<file path="config.mk">
export PLATFORM = sky130hd
export DESIGN_NAME = instr_fetch_unit_flat
export DESIGN_NICKNAME = d
export VERILOG_FILES = /design/src/rtl/instr_fetch_unit_if.sv /design/src/rtl/instr_fetch_unit.sv /design/src/flat_wrapper.sv
export SDC_FILE = /design/constraint.sdc
export NUM_CORES = 1
export LEC_CHECK = 0
export CAP_MARGIN = 20
export CORE_AREA = 2 2 115 201
export DETAILED_ROUTE_END_ITERATION = 7
export DIE_AREA = 0 0 117 203
export DONT_BUFFER_PORTS = 1
export HOLD_SLACK_MARGIN = 0.05
export PLACE_DENSITY = 0.73
export RECOVER_POWER = 25
export SLEW_MARGIN = 20
export SYNTH_ARGS = -nofsm -noshare
export SYNTH_HDL_FRONTEND = slang
export SYNTH_SLANG_ARGS = --single-unit
export TNS_END_PERCENT = 1
</file>
<file path="constraint.sdc">
create_clock -name clk -period 15.2 [get_ports clk]
set_clock_uncertainty 0.15 [all_clocks]
set_input_delay 0.76 -clock clk [delete_from_list [all_inputs] [get_ports clk]]
set_output_delay 0.76 -clock clk [all_outputs]
set_load 0.02 [all_outputs]
</file>
<file path="src/rtl/instr_fetch_unit_if.sv">
// Fetch-side bus bundle: instruction-memory port, redirect request and the
// decode-facing valid/ready channel with fault status.
interface instr_fetch_unit_if;
    logic [63:0] imem_addr;
    logic [31:0] imem_instr;
    logic        redirect_valid;
    logic [63:0] redirect_pc;
    logic        out_valid;
    logic        out_ready;
    logic [63:0] out_pc;
    logic [31:0] out_instr;
    logic        fetch_fault;
    logic [63:0] fault_pc;

    modport master (
        output imem_addr, out_valid, out_pc, out_instr, fetch_fault, fault_pc,
        input  imem_instr, redirect_valid, redirect_pc, out_ready
    );

    modport slave (
        input  imem_addr, out_valid, out_pc, out_instr, fetch_fault, fault_pc,
        output imem_instr, redirect_valid, redirect_pc, out_ready
    );
endinterface

</file>
<file path="src/rtl/instr_fetch_unit.sv">
// Instruction fetch unit: drives the PC into a combinational instruction memory,
// buffers {pc, instr} pairs in a small FIFO, and supports redirect and sticky faults.
module instr_fetch_unit #(
    parameter logic [63:0] RESET_PC  = 64'h0,
    parameter int          QDEPTH    = 2,
    parameter int          MEM_BYTES = 16384
) (
    input logic               clk,
    input logic               rst,
    instr_fetch_unit_if.master bus
);
    localparam int                PTR_W   = $clog2(QDEPTH);
    localparam int                CNT_W   = PTR_W + 1;
    localparam logic [63:0]       LAST_PC = 64'(MEM_BYTES) - 64'd4;
    localparam logic [CNT_W-1:0]  DEPTH   = CNT_W'(QDEPTH);

    typedef enum logic {RUN, FAULT} state_t;

    state_t            state, state_nxt;
    logic [63:0]       fetch_pc, fetch_pc_nxt;
    logic [CNT_W-1:0]  count, count_nxt;
    logic [PTR_W-1:0]  rd_ptr, rd_ptr_nxt;
    logic [PTR_W-1:0]  wr_ptr, wr_ptr_nxt;
    logic              fault, fault_nxt;
    logic [63:0]       fault_pc, fault_pc_nxt;

    logic [63:0]       pc_mem    [QDEPTH];
    logic [31:0]       instr_mem [QDEPTH];

    logic bad_pc;
    logic empty;
    logic push;
    logic pop;

    assign bad_pc = (fetch_pc[1:0] != 2'b00) || (fetch_pc > LAST_PC);
    assign empty  = (count == '0);
    assign pop    = bus.out_valid && bus.out_ready;
    // A push may use the slot freed by a same-cycle pop, so a full queue still streams.
    assign push   = (state == RUN) && !bus.redirect_valid && !bad_pc && ((count < DEPTH) || pop);

    assign bus.imem_addr   = fetch_pc;
    assign bus.out_valid   = !empty && !bus.redirect_valid;
    assign bus.out_pc      = empty ? '0 : pc_mem[rd_ptr];
    assign bus.out_instr   = empty ? '0 : instr_mem[rd_ptr];
    assign bus.fetch_fault = fault;
    assign bus.fault_pc    = fault_pc;

    // NOTE: every always_comb output gets a default first so no path leaves it unassigned (no latch).
    always_comb begin
        state_nxt    = state;
        fetch_pc_nxt = fetch_pc;
        count_nxt    = count;
        rd_ptr_nxt   = rd_ptr;
        wr_ptr_nxt   = wr_ptr;
        fault_nxt    = fault;
        fault_pc_nxt = fault_pc;

        if (bus.redirect_valid) begin
            state_nxt    = RUN;
            fetch_pc_nxt = bus.redirect_pc;
            count_nxt    = '0;
            rd_ptr_nxt   = '0;
            wr_ptr_nxt   = '0;
            fault_nxt    = 1'b0;
        end else begin
            if (pop)
                rd_ptr_nxt = rd_ptr + PTR_W'(1);
            if (push) begin
                wr_ptr_nxt   = wr_ptr + PTR_W'(1);
                fetch_pc_nxt = fetch_pc + 64'd4;
            end
            count_nxt = count + CNT_W'(push) - CNT_W'(pop);

            if (state == RUN && bad_pc) begin
                state_nxt    = FAULT;
                fault_nxt    = 1'b1;
                fault_pc_nxt = fetch_pc;
            end
        end
    end

    // NOTE: sequential state uses non-blocking assignments so all registers update together at the edge.
    always_ff @(posedge clk or posedge rst) begin
        if (rst) begin
            state    <= RUN;
            fetch_pc <= RESET_PC;
            count    <= '0;
            rd_ptr   <= '0;
            wr_ptr   <= '0;
            fault    <= 1'b0;
            fault_pc <= '0;
        end else begin
            state    <= state_nxt;
            fetch_pc <= fetch_pc_nxt;
            count    <= count_nxt;
            rd_ptr   <= rd_ptr_nxt;
            wr_ptr   <= wr_ptr_nxt;
            fault    <= fault_nxt;
            fault_pc <= fault_pc_nxt;
        end
    end

    // NOTE: queue storage is not reset; count gates every read, so stale entries are never visible.
    always_ff @(posedge clk) begin
        if (push) begin
            pc_mem[wr_ptr]    <= fetch_pc;
            instr_mem[wr_ptr] <= bus.imem_instr;
        end
    end
endmodule
</file>
<file path="src/flat_wrapper.sv">
// flat-port wrapper written by rule: the top's interface ports become plain ports
module instr_fetch_unit_flat 
#(
    parameter logic [63:0] RESET_PC  = 64'h0,
    parameter int          QDEPTH    = 2,
    parameter int          MEM_BYTES = 16384
)
  (clk, rst, bus_imem_addr, bus_out_valid, bus_out_pc, bus_out_instr, bus_fetch_fault, bus_fault_pc, bus_imem_instr, bus_redirect_valid, bus_redirect_pc, bus_out_ready);
  instr_fetch_unit_if bus_i ();
  input logic clk;
  input logic rst;
  output wire logic [$bits(bus_i.imem_addr)-1:0] bus_imem_addr;
  output wire logic [$bits(bus_i.out_valid)-1:0] bus_out_valid;
  output wire logic [$bits(bus_i.out_pc)-1:0] bus_out_pc;
  output wire logic [$bits(bus_i.out_instr)-1:0] bus_out_instr;
  output wire logic [$bits(bus_i.fetch_fault)-1:0] bus_fetch_fault;
  output wire logic [$bits(bus_i.fault_pc)-1:0] bus_fault_pc;
  input wire logic [$bits(bus_i.imem_instr)-1:0] bus_imem_instr;
  input wire logic [$bits(bus_i.redirect_valid)-1:0] bus_redirect_valid;
  input wire logic [$bits(bus_i.redirect_pc)-1:0] bus_redirect_pc;
  input wire logic [$bits(bus_i.out_ready)-1:0] bus_out_ready;
  assign bus_imem_addr = bus_i.imem_addr;
  assign bus_out_valid = bus_i.out_valid;
  assign bus_out_pc = bus_i.out_pc;
  assign bus_out_instr = bus_i.out_instr;
  assign bus_fetch_fault = bus_i.fetch_fault;
  assign bus_fault_pc = bus_i.fault_pc;
  assign bus_i.imem_instr = bus_imem_instr;
  assign bus_i.redirect_valid = bus_redirect_valid;
  assign bus_i.redirect_pc = bus_redirect_pc;
  assign bus_i.out_ready = bus_out_ready;
  instr_fetch_unit #(.RESET_PC(RESET_PC), .QDEPTH(QDEPTH), .MEM_BYTES(MEM_BYTES)) u_core (.clk(clk), .rst(rst), .bus(bus_i));
endmodule
</file>
==> impl_metrics.env <==
export IMPL_viasPerCell=5.92
export IMPL_vias=6522
export IMPL_drcViolationCount=0
export IMPL_setup_tns_ns=0
export IMPL_holdCritPathClass="primary input to register"
export IMPL_post_route_period_util=0.264
export IMPL_gp_congestion=0.796
export IMPL_synth_top_flop_cell="edfxtp_1"
export IMPL_synth_seq_area_share=0.718
export IMPL_crit_fanout=52
export IMPL_start_kind="register"
export IMPL_synthesis_area_sq_mm=0.0127
export IMPL_worst_ep_required_time_ns=14.29
export IMPL_hold_viol=0
export IMPL_holdWs_ns=0.153
export IMPL_fillers=1626
export IMPL_rsz0062_at_grt="false"
export IMPL_relSlewSlack=0.342
export IMPL_fin_cells=1102
export IMPL_max_vdd_ir_drop_mv=0.125
export IMPL_ios=326
export IMPL_layout_drive_gt1_share=0.228
export IMPL_critPathBufInv=1
export IMPL_p_leak_uw=0.00487
export IMPL_critical_path_max_stage_delay_ns=0.94
export IMPL_cpMaxStageDelayCell="dfrtp_4"
export IMPL_crit_chain="buf_4 > mux2i_1 > nor2_1"
export IMPL_critPathTopFamily="flip-flops"
export IMPL_drv_cap=0
export IMPL_grt_max_degree=82
export IMPL_clk_pin_slew_ns=0.08
export IMPL_cts_root_buf="clkbuf_16"
export IMPL_syn_area_per_cell_sq_um=16.2
export IMPL_worst_pin_slew_ns=0.986
export IMPL_synthCells=784
export IMPL_rows=72
export IMPL_synth_edf_count=192
export IMPL_setup_viol=0
export IMPL_wire_per_inst_microns=24.8
export IMPL_clk_latency_ns=0.55
export IMPL_cts_resized=0
export IMPL_place_detailed_hpwl_microns=18000
export IMPL_start_util=0.574
export IMPL_worst_r2r_setup_slack_ns=11.37
export IMPL_grt_pass1_wl_microns=40400
export IMPL_layout_commonest_cell="edfxtp_1"
export IMPL_port_buffers=0
export IMPL_grt_pass1_vias=6967
export IMPL_end_kind="output pin"
export IMPL_syn_to_final_growth_pct=9.61
export IMPL_slew_violations=0
export IMPL_power_density_mw_per_mm2=137
export IMPL_core_area_sq_mm=0.0221
export IMPL_layout_nets=886
export IMPL_power_uw=1900
export IMPL_arrival_ns=3.10
export IMPL_track_usage=0.226
export IMPL_hold_buffers=1
export IMPL_ys_ff_latch=325
export IMPL_outcome="finished, final reports clean"
export IMPL_clockBufferDepth=3
export IMPL_htree_levels=1
export IMPL_synth_nets=887
export IMPL_drtIter0Drc=282
export IMPL_synthArstFlopShare=0.409
export IMPL_drtAntennaViolNets=0
export IMPL_place_inst=1047
export IMPL_path_class="register to output pin"
export IMPL_firstDrtPassIters=5
export IMPL_die_height_microns=203
export IMPL_antenna_found_initial=2
export IMPL_synth_cell_types=37
export IMPL_synth_warning_count=0
export IMPL_fmax_ghz=0.250
export IMPL_grt_ovfl_total=0
export IMPL_cts_tree="done"
export IMPL_die_width_microns=117
export IMPL_cts_setup_buffers=0
export IMPL_clkSinkCount=325
export IMPL_most_common_layout_cells="192 x edfxtp_1, 132 x dfrtp_1, 118 x mux2_2"
export IMPL_dieArea_sq_mm=0.0238
export IMPL_fin_crit_ns=4.01
export IMPL_cts_buffers=27
export IMPL_wirelength_microns=27300
[worst paths after layout]
check | startpoint | to | cells after the start
max in group asynchronous | rst | u_core.bus.imem_addr[33] | 4
min in group asynchronous | rst | u_core.bus.imem_addr[42] | 2
setup / recovery | u_core.rd_ptr | bus_out_pc[27] | 3
hold / removal | bus_imem_instr[4] | u_core.instr_mem[0][4] | 0
hold reg to reg | u_core.wr_ptr | u_core.wr_ptr | 1
setup reg to reg | u_core.bus.imem_addr[38] | u_core.instr_mem[1][9] | 6
[sequential cells by signal, indices dropped and copies added (netlist names)]
signal                cells
u_core.wr_ptr             1
u_core.instr_mem         64
u_core.rd_ptr             1
u_core.pc_mem           128
u_core.bus.imem_addr     64
u_core.state              1
u_core.bus.fault_pc      64
u_core.count              2
[layer usage]
metal	vias to the layer above	GRT usage	wire, microns
li1	2888	-	-
met5	-	0	0
met2	281	0.414	15000
met1	3300	0.239	9040
met4	0	0.0891	1010
met3	53	0.0633	2250
[logic make-up after synthesis]
family,share of synthesized area
AND/OR/NAND/NOR,0.0643
buffers and inverters,0.0191
AO/OA/AOI/OAI,0.0115
adder cells (fa/ha/maj),0.00296
flip-flops,0.718
multiplexers,0.182
XOR/XNOR,0.00207
[metrics by stage]
stage,worst slack (ns),area (sq um),util
after global placement,11.32,12900,0.585
after floorplan,8.42,12700,-
after detailed placement,11.24,12900,0.585
final,11.19,13900,0.629
after CTS,11.14,13800,0.627
after global routing,11.05,13900,0.629
[power by group]
| part | switching [uW] | internal, uW |
|---|---|---|
| Clock | 311 | 400 |
| Combinational | 27.1 | 44.4 |
| Sequential | 124 | 990 |
| Total | 463 | 1430 |
[area by class of cell]
class / instances / area [sq um] / area share
inverters: 7 / 31.3 / 0.00225
flip-flops and latches: 325 / 9100 / 0.655
diodes: 2 / 5.00 / 0.000360
repair buffers: 10 / 110 / 0.00793
multi-input cells: 412 / 3360 / 0.242
clock inverters: 15 / 168 / 0.0121
clock buffers: 35 / 746 / 0.0537
well taps: 296 / 370 / 0.0267
[cells in the mapped netlist, types with 3 or more instances]
master    number  area share
clkbuf_1      21      0.0062
mux2_2       118        0.10
mux2i_1       98       0.077
or3_1          3      0.0015
a32o_1         3      0.0024
edfxtp_1     192        0.46
nand3_1       12      0.0047
buf_1          8      0.0024
inv_1          7      0.0021
dfrtp_1      133        0.26
buf_6          7      0.0062
nor4_1        14      0.0069
nand2_1       10      0.0030
and3_1         3      0.0015
o21ai_0        3      0.0012
nor2b_1        3      0.0015
nor3b_1        4      0.0024
nor2_1       106       0.031
buf_4          3      0.0018
a32oi_1        7      0.0048
ha_1           3      0.0030
or3b_2         6      0.0041
No activity file was read; power rests on OpenSTA's default activity.
